**config.mk**
```make
export PLATFORM = sky130hd
export DESIGN_NAME = apresentador_sequencia
export DESIGN_NICKNAME = d
export VERILOG_FILES = /design/src/rtl/apresentador_sequencia_pkg.sv /design/src/rtl/apresentador_sequencia_contador_m.sv /design/src/rtl/apresentador_sequencia.sv
export SDC_FILE = /design/constraint.sdc
export NUM_CORES = 1
export LEC_CHECK = 0
export ABC_AREA = 1
export CAP_MARGIN = 30
export CORE_ASPECT_RATIO = 1.5
export CORE_UTILIZATION = 35
export DETAILED_ROUTE_END_ITERATION = 10
export DONT_BUFFER_PORTS = 1
export PLACE_DENSITY = 0.56
export SYNTH_ARGS = -nofsm -noshare
export SYNTH_HDL_FRONTEND = slang
export SYNTH_SLANG_ARGS = --single-unit
```
**constraint.sdc**
```tcl
create_clock -name clock -period 2.78 [get_ports clock]
set_input_delay 0.278 -clock clock [delete_from_list [all_inputs] [get_ports clock]]
set_output_delay 0.278 -clock clock [all_outputs]
set_load 0.03 [all_outputs]
```
**src/rtl/apresentador_sequencia_pkg.sv**
```systemverilog
// Shared definitions for the LED sequence presenter: state encodings, widths
// and small helpers used by the top and its phase timer.
package apresentador_sequencia_pkg;

    localparam int unsigned ADDR_W     = 4;
    localparam int unsigned DATA_W     = 4;
    localparam int unsigned TAM_W      = 5;
    localparam int unsigned MAX_PASSOS = 16;

    typedef enum logic [3:0] {
        OCIOSO  = 4'd0,
        BUSCA   = 4'd1,
        CARREGA = 4'd2,
        MOSTRA  = 4'd3,
        PAUSA   = 4'd4,
        FIM     = 4'd5
    } estado_t;

    // Requested lengths above the ROM depth are clamped to the ROM depth.
    function automatic logic [TAM_W-1:0] sat_tamanho(input logic [TAM_W-1:0] t);
        return (t > TAM_W'(MAX_PASSOS)) ? TAM_W'(MAX_PASSOS) : t;
    endfunction

    function automatic int unsigned max_u(input int unsigned a, input int unsigned b);
        return (a > b) ? a : b;
    endfunction

endpackage

```
**src/rtl/apresentador_sequencia_contador_m.sv**
```systemverilog
// Modulo-M up counter with synchronous clear and count enable; used as the
// phase timer of the sequence presenter.
module contador_m #(
    parameter int unsigned M = 100
) (
    input  logic                     clock,
    input  logic                     zera_s,
    input  logic                     conta,
    output logic [$clog2(M+1)-1:0]   Q
);

    localparam int unsigned W = $clog2(M+1);

    always_ff @(posedge clock) begin
        if (zera_s) begin
            Q <= '0;
        end else if (conta) begin
            if (Q == W'(M - 1))
                Q <= '0;
            else
                Q <= Q + W'(1);
        end
    end

endmodule

```
**src/rtl/apresentador_sequencia.sv**
```systemverilog
// Plays the stored ROM sequence on the LEDs: each step is lit for T_ON cycles
// and then blanked for T_OFF cycles, under control of the game FSM.
module apresentador_sequencia
    import apresentador_sequencia_pkg::*;
#(
    parameter int unsigned T_ON  = 50000000,
    parameter int unsigned T_OFF = 25000000
) (
    input  logic               clock,
    input  logic               reset,
    input  logic               iniciar,
    input  logic [TAM_W-1:0]   tamanho,
    input  logic [DATA_W-1:0]  dado_rom,
    output logic [ADDR_W-1:0]  endereco,
    output logic [DATA_W-1:0]  leds,
    output logic               ocupado,
    output logic               pronto,
    output logic [3:0]         db_estado,
    output logic [ADDR_W-1:0]  db_passo
);

    localparam int unsigned T_MAX = max_u(T_ON, T_OFF);
    localparam int unsigned TW    = $clog2(T_MAX + 1);
    localparam logic [TW-1:0] ON_LAST  = TW'(T_ON - 1);
    localparam logic [TW-1:0] OFF_LAST = TW'(T_OFF - 1);

    estado_t             estado;
    estado_t             proximo;
    logic [TW-1:0]       timer;
    logic [TAM_W-1:0]    tam_lat;
    logic [ADDR_W-1:0]   passo;
    logic [DATA_W-1:0]   led_reg;
    logic                zera;
    logic                conta;
    logic                inicia;
    logic                carrega;
    logic                avanca;
    logic                ultimo;

    assign ultimo = ({1'b0, passo} == (tam_lat - TAM_W'(1)));

    contador_m #(
        .M (T_MAX)
    ) u_timer (
        .clock  (clock),
        .zera_s (reset | zera),
        .conta  (conta),
        .Q      (timer)
    );

    always_ff @(posedge clock) begin
        if (reset)
            estado <= OCIOSO;
        else
            estado <= proximo;
    end

    always_comb begin
        proximo = estado;
        zera    = 1'b0;
        conta   = 1'b0;
        inicia  = 1'b0;
        carrega = 1'b0;
        avanca  = 1'b0;
        case (estado)
            OCIOSO: begin
                zera = 1'b1;
                if (iniciar) begin
                    inicia  = 1'b1;
                    proximo = (sat_tamanho(tamanho) == '0) ? FIM : BUSCA;
                end
            end
            BUSCA:   proximo = CARREGA;
            CARREGA: begin
                carrega = 1'b1;
                zera    = 1'b1;
                proximo = MOSTRA;
            end
            MOSTRA: begin
                conta = 1'b1;
                if (timer == ON_LAST) begin
                    zera    = 1'b1;
                    proximo = PAUSA;
                end
            end
            PAUSA: begin
                conta = 1'b1;
                if (timer == OFF_LAST) begin
                    zera = 1'b1;
                    if (ultimo) begin
                        proximo = FIM;
                    end else begin
                        avanca  = 1'b1;
                        proximo = BUSCA;
                    end
                end
            end
            FIM:     proximo = OCIOSO;
            default: proximo = OCIOSO;
        endcase
    end

    // Outputs are registered from the current state, so the LEDs trail MOSTRA by one cycle.
    always_ff @(posedge clock) begin
        if (reset) begin
            endereco <= '0;
            leds     <= '0;
            ocupado  <= 1'b0;
            pronto   <= 1'b0;
            passo    <= '0;
            tam_lat  <= '0;
            led_reg  <= '0;
        end else begin
            if (inicia) begin
                tam_lat  <= sat_tamanho(tamanho);
                passo    <= '0;
                endereco <= '0;
            end
            if (avanca) begin
                passo    <= passo + ADDR_W'(1);
                endereco <= endereco + ADDR_W'(1);
            end
            if (carrega)
                led_reg <= dado_rom;
            leds    <= (estado == MOSTRA) ? led_reg : '0;
            ocupado <= (proximo != OCIOSO);
            pronto  <= (estado == FIM);
        end
    end

    assign db_estado = estado;
    assign db_passo  = passo;

endmodule

```
* Word level (Yosys, flattened, before mapping)
Cells that the tools add are included.
** Word-level totals
- Memory bits (read-only) :: 0
- Bits of input ports :: 12
- Memory bits (writable) :: 0
- Flip-flop bits (word level) :: 53
- Memories kept :: 0
- Output and inout bits :: 18
- Word-level logic and storage cells :: 52
- Latch bits :: 0
** Operators by class
- Multiply operators :: 0
- Shift-type cells :: 0
- Reductions and logical operators :: 7
- Muxes and demuxes :: 21
- $lt $le $gt $ge :: 1
- $add $sub $neg :: 4
- Bitwise operators :: 2
- Div/mod/pow operators :: 0
- Eq/ne operators :: 8
** Operator list (number)
- $add 26x1->26 const B :: 1
- $eq 26x25->1 const B :: 1
- $eq 26x26->1 const B :: 1
- $mux 26 :: 1
- $mux 4 :: 6
- $pmux 4 s5 :: 1
- $mux 1 :: 9
- $add 4x1->4 const B :: 2
- $eq 4x2->1 const B :: 2
- $eq 4x3->1 const B :: 2
- $mux 3 :: 2
- $reduce_or 2->1 :: 3
- $eq 4x5->1 :: 1
- $gt 5x5->1 const B :: 1
- $logic_not 5->1 :: 1
- $mux 5 :: 1
- $sub 5x1->5 const B :: 1
- $eq 4x1->1 const B :: 1
- $logic_not 4->1 :: 1
- $reduce_bool 4->1 :: 1
- $pmux 1 s3 :: 1
- $reduce_bool 2->1 :: 1
- $not 1->1 :: 1
- $or 1x1->1 :: 1

* Depth between registers and ports, before layout
- Depth after elaboration :: 7
- Gate-level depth with buffers :: 13
- Mapped depth without buffers :: 13

* Hierarchy
A second synthesis with hierarchy kept.
** Unflattened totals
- Cells, all modules :: 491
- Area total of the unflattened synthesis :: 3233.1 µm²
** By module, submodules not included
- apresentador_sequencia :: area an instance 1680.4 µm², instances 1, cells each 249, seq. area each 540.5 µm²
- contador_m :: area an instance 1552.7 µm², instances 1, cells each 242, seq. area each 520.5 µm²

* Worst setup path after synthesis
OpenSTA, ideal clock, no wires.
- Path kind :: reg-to-reg
- Start :: reg tam_lat[0]
- End :: reg passo[0], in the netlist db_passo[0]
- Setup time :: 0.138 ns
- Buffers on the path :: 0
- Data required time :: 2.642 ns
- Setup slack :: 1.207 ns
- Period minus slack after synthesis :: 1.573 ns
- Cell stages (with the launch flop) :: 13
- Data arrival time :: 1.435 ns
- Path through :: dfxtp_1 inv_1 ha_1 nand2_1 inv_1 nor2_1 nand2_1 nor2_1 nand3_2 nand2_4 nand2_1 nand2_1 a21oi_1
** Between the ends
- Cells in the longest elaborated chain, start to end :: 6
- Elaborated cells on any way between the ends :: 7
- Classes of those cells :: add/sub: 1; eq/ne: 1; mux: 4; reduce/logical: 1
** Ends and longest elaborated chain
- from (decl) :: line apresentador_sequencia.sv:30 : logic [TAM_W-1:0] tam_lat;
- from (signal assigned) :: line apresentador_sequencia.sv:115 : tam_lat <= sat_tamanho(tamanho);
- $sub 5x1->5 * :: line apresentador_sequencia.sv:40 : assign ultimo = ({1'b0, passo} == (tam_lat - TAM_W'(1)));
- $eq 4x5->1 * :: line apresentador_sequencia.sv:40
- $mux 1 * :: line apresentador_sequencia.sv:90 : if (ultimo) begin
- $mux 1 * :: line apresentador_sequencia.sv:88 : if (timer == OFF_LAST) begin
- $mux 1 * :: line apresentador_sequencia.sv:65 : case (estado)
- $mux 4 / $reduce_bool 2->1 (equally long branches)
- to (signal assigned) :: line apresentador_sequencia.sv:120 : passo <= passo + ADDR_W'(1);
- to (decl) :: line apresentador_sequencia.sv:31 : logic [ADDR_W-1:0] passo;
Every way passes the cells marked *; elsewhere a longest branch is shown, timed or not.
A chain may end at the register's enable or synchronous reset.

* Final worst setup path
- Start :: reg estado[0], in the netlist db_estado[0]
- End :: reg u_timer.Q[11]
** Between the ends
- Cells in the longest elaborated chain, start to end :: 4
- Elaborated cells on any way between the ends :: 9
- Classes of those cells :: eq/ne: 3; mux: 2; bitwise: 1; reduce/logical: 3
** Ends and longest elaborated chain
- from (decl) :: line apresentador_sequencia.sv:27 : estado_t estado;
- from (signal assigned) :: line apresentador_sequencia.sv:55 : estado <= proximo;
- $eq 4x2->1 / $logic_not 4->1 (equally long branches) :: line apresentador_sequencia.sv:65
- $reduce_or 2->1 (no source line)
- $pmux 1 s3 :: line apresentador_sequencia.sv:65
- $or 1x1->1 :: line apresentador_sequencia.sv:46 : .zera_s (reset | zera),
- to (signal assigned) :: line apresentador_sequencia_contador_m.sv:21 : Q <= Q + W'(1);
- to (decl) :: line apresentador_sequencia_contador_m.sv:9 : output logic [$clog2(M+1)-1:0] Q
Parallel ways exist; a longest one is shown, timed or not.

==> metrics.md <==
| Metric | Value |
|---|---|
| Outcome | `finished clean` |
| Total Wirelength | `between 7000 and 8000 µm` |
| Reg with most FFs | `u_timer.Q` |
| Final hold violation count | `0` |
| Number of vias per cell | `about 5.0` |
| Clk network pwr share | `between 40% and 50%` |
| Setup bufs post-CTS | `0` |
| Post-route insts no fill | `just under 600` |
| Required @ worst endpoint | `~3000 ps` |
| IO Count | `30` |
| Clock buffer count from CTS | `5` |
| WHS Path Cells | `1` |
| R2R cell count | `6` |
| Peak supply drop | `288.2 µV` |
| Endpoints failing setup | `0` |
| Cts hold-fix bufs | `0` |
| Die H | `116.1 µm` |
| Die width | `approximately 80 µm` |
| Vias in the first global route | `2800` |
| Syn Inst Count | `around 480` |
| Fraction of layout cells with a size suffix above 1 | `roughly 6.5%` |
| Slew Viols, Final | `0` |
| First-pass GRT wire length | `12880 µm` |
| Sink Count | `53` |
| Ys async rst share | `0%` |
| Max-slew headroom | `approximately 60%` |
| Final ANT Viol Nets | `0` |
| Starting density of the core | `approximately 36%` |
| Most common cell in the netlist | `nand2_1` |
| Min-delay src | `reset` |
| DR vias | `a little under 3000` |
| Mean Syn Cell Area | `between 6 and 7 µm²` |
| Internal cell power | `around 1.2 mW` |
| HPWL after DPL | `between 6000 and 7000 µm` |
| Worst hold path class | `primary input to flop` |
| Core ar. | `8413 µm²` |
| Remaining global-route overflow | `0` |
| Top cells by area, synth | `dfxtp_1 (35%), nand2_1 (14%), nor2_1 (9.5%)` |
| Layout Skew | `12.26 ps` |
| Root Buffer | `clkbuf_16` |
| WHS Endpoint | `db_passo[2]$_SDFFE_PP0P_` |
| Met2 wire len | `about 4100 µm` |
| Setup Total Neg Slack | `0 ps` |
| Switching Share | `a little over a fifth` |
| Worst-path fanout max | `18` |
| Cell count after placement | `576` |
| Flop pwr share | `around half` |
| Seq/Total Area, Yosys | `a little over a third` |
| Worst Max-Slew Pin Slew | `between 500 and 600 ps` |
| Drt pass-1 iters | `4` |
| Number of flip-flops in the largest register | `26` |
| H-tree Lvls | `2` |
| #FFs+latches synth | `between 50 and 60` |
| Largest regs | `u_timer.Q x26, tam_lat x5` |
| Switch Pwr | `between 300 and 400 µW` |
| End of the worst register-to-register path | `u_timer.Q[11]$_SDFFE_PP0P_` |
| Area leader, netlist | `dfxtp_1` |
| Clock slew at reported path FFs | `around 70 ps` |
| Pre-CTS setup slack | `678.9 ps` |
| Worst setup margin | `between 600 and 700 ps` |
| Startpoint type of the worst setup path | `flop` |
| Net Count, Synth | `approximately 500` |
| CTS Buffer Depth | `2` |
| Metal3 WL | `about 260 µm` |
| Clock latency on the worst-skew pair | `~300 ps` |
| Synth top area share | `between 30% and 40%` |
| R2R setup slack | `between 600 and 700 ps` |
| Critical path class | `flop to flop` |
| RSZ-0062 raised after global routing | `no` |
| P_leak | `between 1 and 1.5 nW` |
| DRC | `0` |
| Area Growth Syn to Fin | `8.151%` |
| Count of cell types in the netlist | `37` |
| Post-CTS Resized | `0` |
| Die area | `~9100 µm²` |
| Hold slack | `roughly 45 ps` |
| Drt wl/cell | `around 13 µm` |
| Nets | `492` |
| Cell area after synthesis | `about 3000 µm²` |
| Initial antenna violation count | `0` |
| Starting DRT DRC Count | `between 150 and 200` |
| Max cap viols | `0` |
| CP endpoint kind | `flop` |
| Max layer used | `met4` |
| Max Clock Freq | `between 400 and 500 MHz` |
| Arrival @ worst endpoint | `~2400 ps` |
| Syn. warnings | `0` |
| Number of port buffers | `0` |
| Most common library cells after synthesis | `nand2_1 (116), nor2_1 (77), inv_1 (62)` |
| Final period util | `approximately 77%` |
| Gp weighted congestion | `around 0.97` |
| Antenna diode count | `0` |
| M1 WL | `roughly 3200 µm` |
| Ys flop type | `dfxtp_1` |
| Final core occ | `about two fifths` |
| # rows | `41` |
| Post-route minimum period | `~2200 ps` |
| CTS tree | `done` |
| EDFF count, synth | `0` |
| Worst r2r src | `db_estado[0]$_SDFF_PP0_` |
| GRT Total Usage | `approximately 18%` |
| Largest net degree at the start of global routing | `19` |
| Combinational cell fraction of total power | `3.2%` |
| Power Dens Cells | `between 400 and 500 nW/µm²` |
-- per-layer routing --
metal | global-route usage [%] | vias to the layer above
li1 | - | 1514
met1 | 19.40 | 1330
met2 | 34.56 | 64
met3 | 2.969 | 18
met4 | 8.889 | 0
met5 | 0 | -
-- worst max-delay path: stages, from the launching register on --
cell and delay (ps):
dfxtp_1 570, nor2_1 130, nand3_1 120, nand2_2 260, nand2_1 210, nand4_1 490, nor3_1 290
-- power by group through the flow --
stage | clock network (mW) | logic (mW) | registers (mW)
floorplan | 0 | 0.0442 | 0.793
finish | 0.732 | 0.0492 | 0.776
global placement | 0 | 0.0493 | 0.794
global route | 0.779 | 0.0568 | 0.777
detailed placement | 0 | 0.0493 | 0.794
CTS | 0.755 | 0.0496 | 0.776
-- placed cells by master (no fill, tap or decap), drive strengths merged, types with 2 or more instances in the layout --
| cell | count |
|---|---|
| o21ai | 9 |
| inv | 67 |
| nor2 | 83 |
| nand3b | 2 |
| xor2 | 7 |
| dfxtp | 53 |
| clkbuf | 7 |
| a22oi | 3 |
| a21oi | 24 |
| nand2 | 124 |
| ha | 4 |
| nand3 | 47 |
| nand4 | 14 |
| nor3 | 20 |
-- how the worst max path moves through the flow --
stage | from | endpoint | slack, ps | depth (start not counted)
after floorplan | tam_lat[0]$_SDFFE_PP0P_ | db_passo[0]$_SDFFE_PP0P_ | 1210 | 12
after global placement | db_estado[0]$_SDFF_PP0_ | u_timer.Q[11]$_SDFFE_PP0P_ | 730 | 6
after detailed placement | db_estado[0]$_SDFF_PP0_ | u_timer.Q[11]$_SDFFE_PP0P_ | 680 | 6
after CTS | db_estado[0]$_SDFF_PP0_ | u_timer.Q[11]$_SDFFE_PP0P_ | 660 | 6
after global routing | db_estado[0]$_SDFF_PP0_ | u_timer.Q[11]$_SDFFE_PP0P_ | 450 | 6
final | db_estado[0]$_SDFF_PP0_ | u_timer.Q[11]$_SDFFE_PP0P_ | 630 | 6
-- kinds of logic after synthesis --
group / Yosys count / synth area share (%)
AO/OA/AOI/OAI: 41 / 7.329
AND/OR/NAND/NOR: 294 / 43.31
adder cells (fa/ha/maj): 4 / 1.647
flip-flops: 53 / 34.91
other: 1 / 0.1234
XOR/XNOR: 8 / 2.306
buffers and inverters: 78 / 10.37
-- through the flow --
stage               total power, mW  cell area [µm²]
CTS                           1.581             3287
detailed placement           0.8433             3114
floorplan                    0.8371             3039
finish                        1.558             3287
global route                  1.613             3287
global placement             0.8434             3114
-- cell type report --
type	count	area (µm²)
multi-input combinational	348	1663
inverter	68	256.5
fill	934	5126
clock inverter	1	30.03
clock buffer	7	142.6
sequential	53	1061
tap	107	133.9
Power figures use the tool's default switching activity.
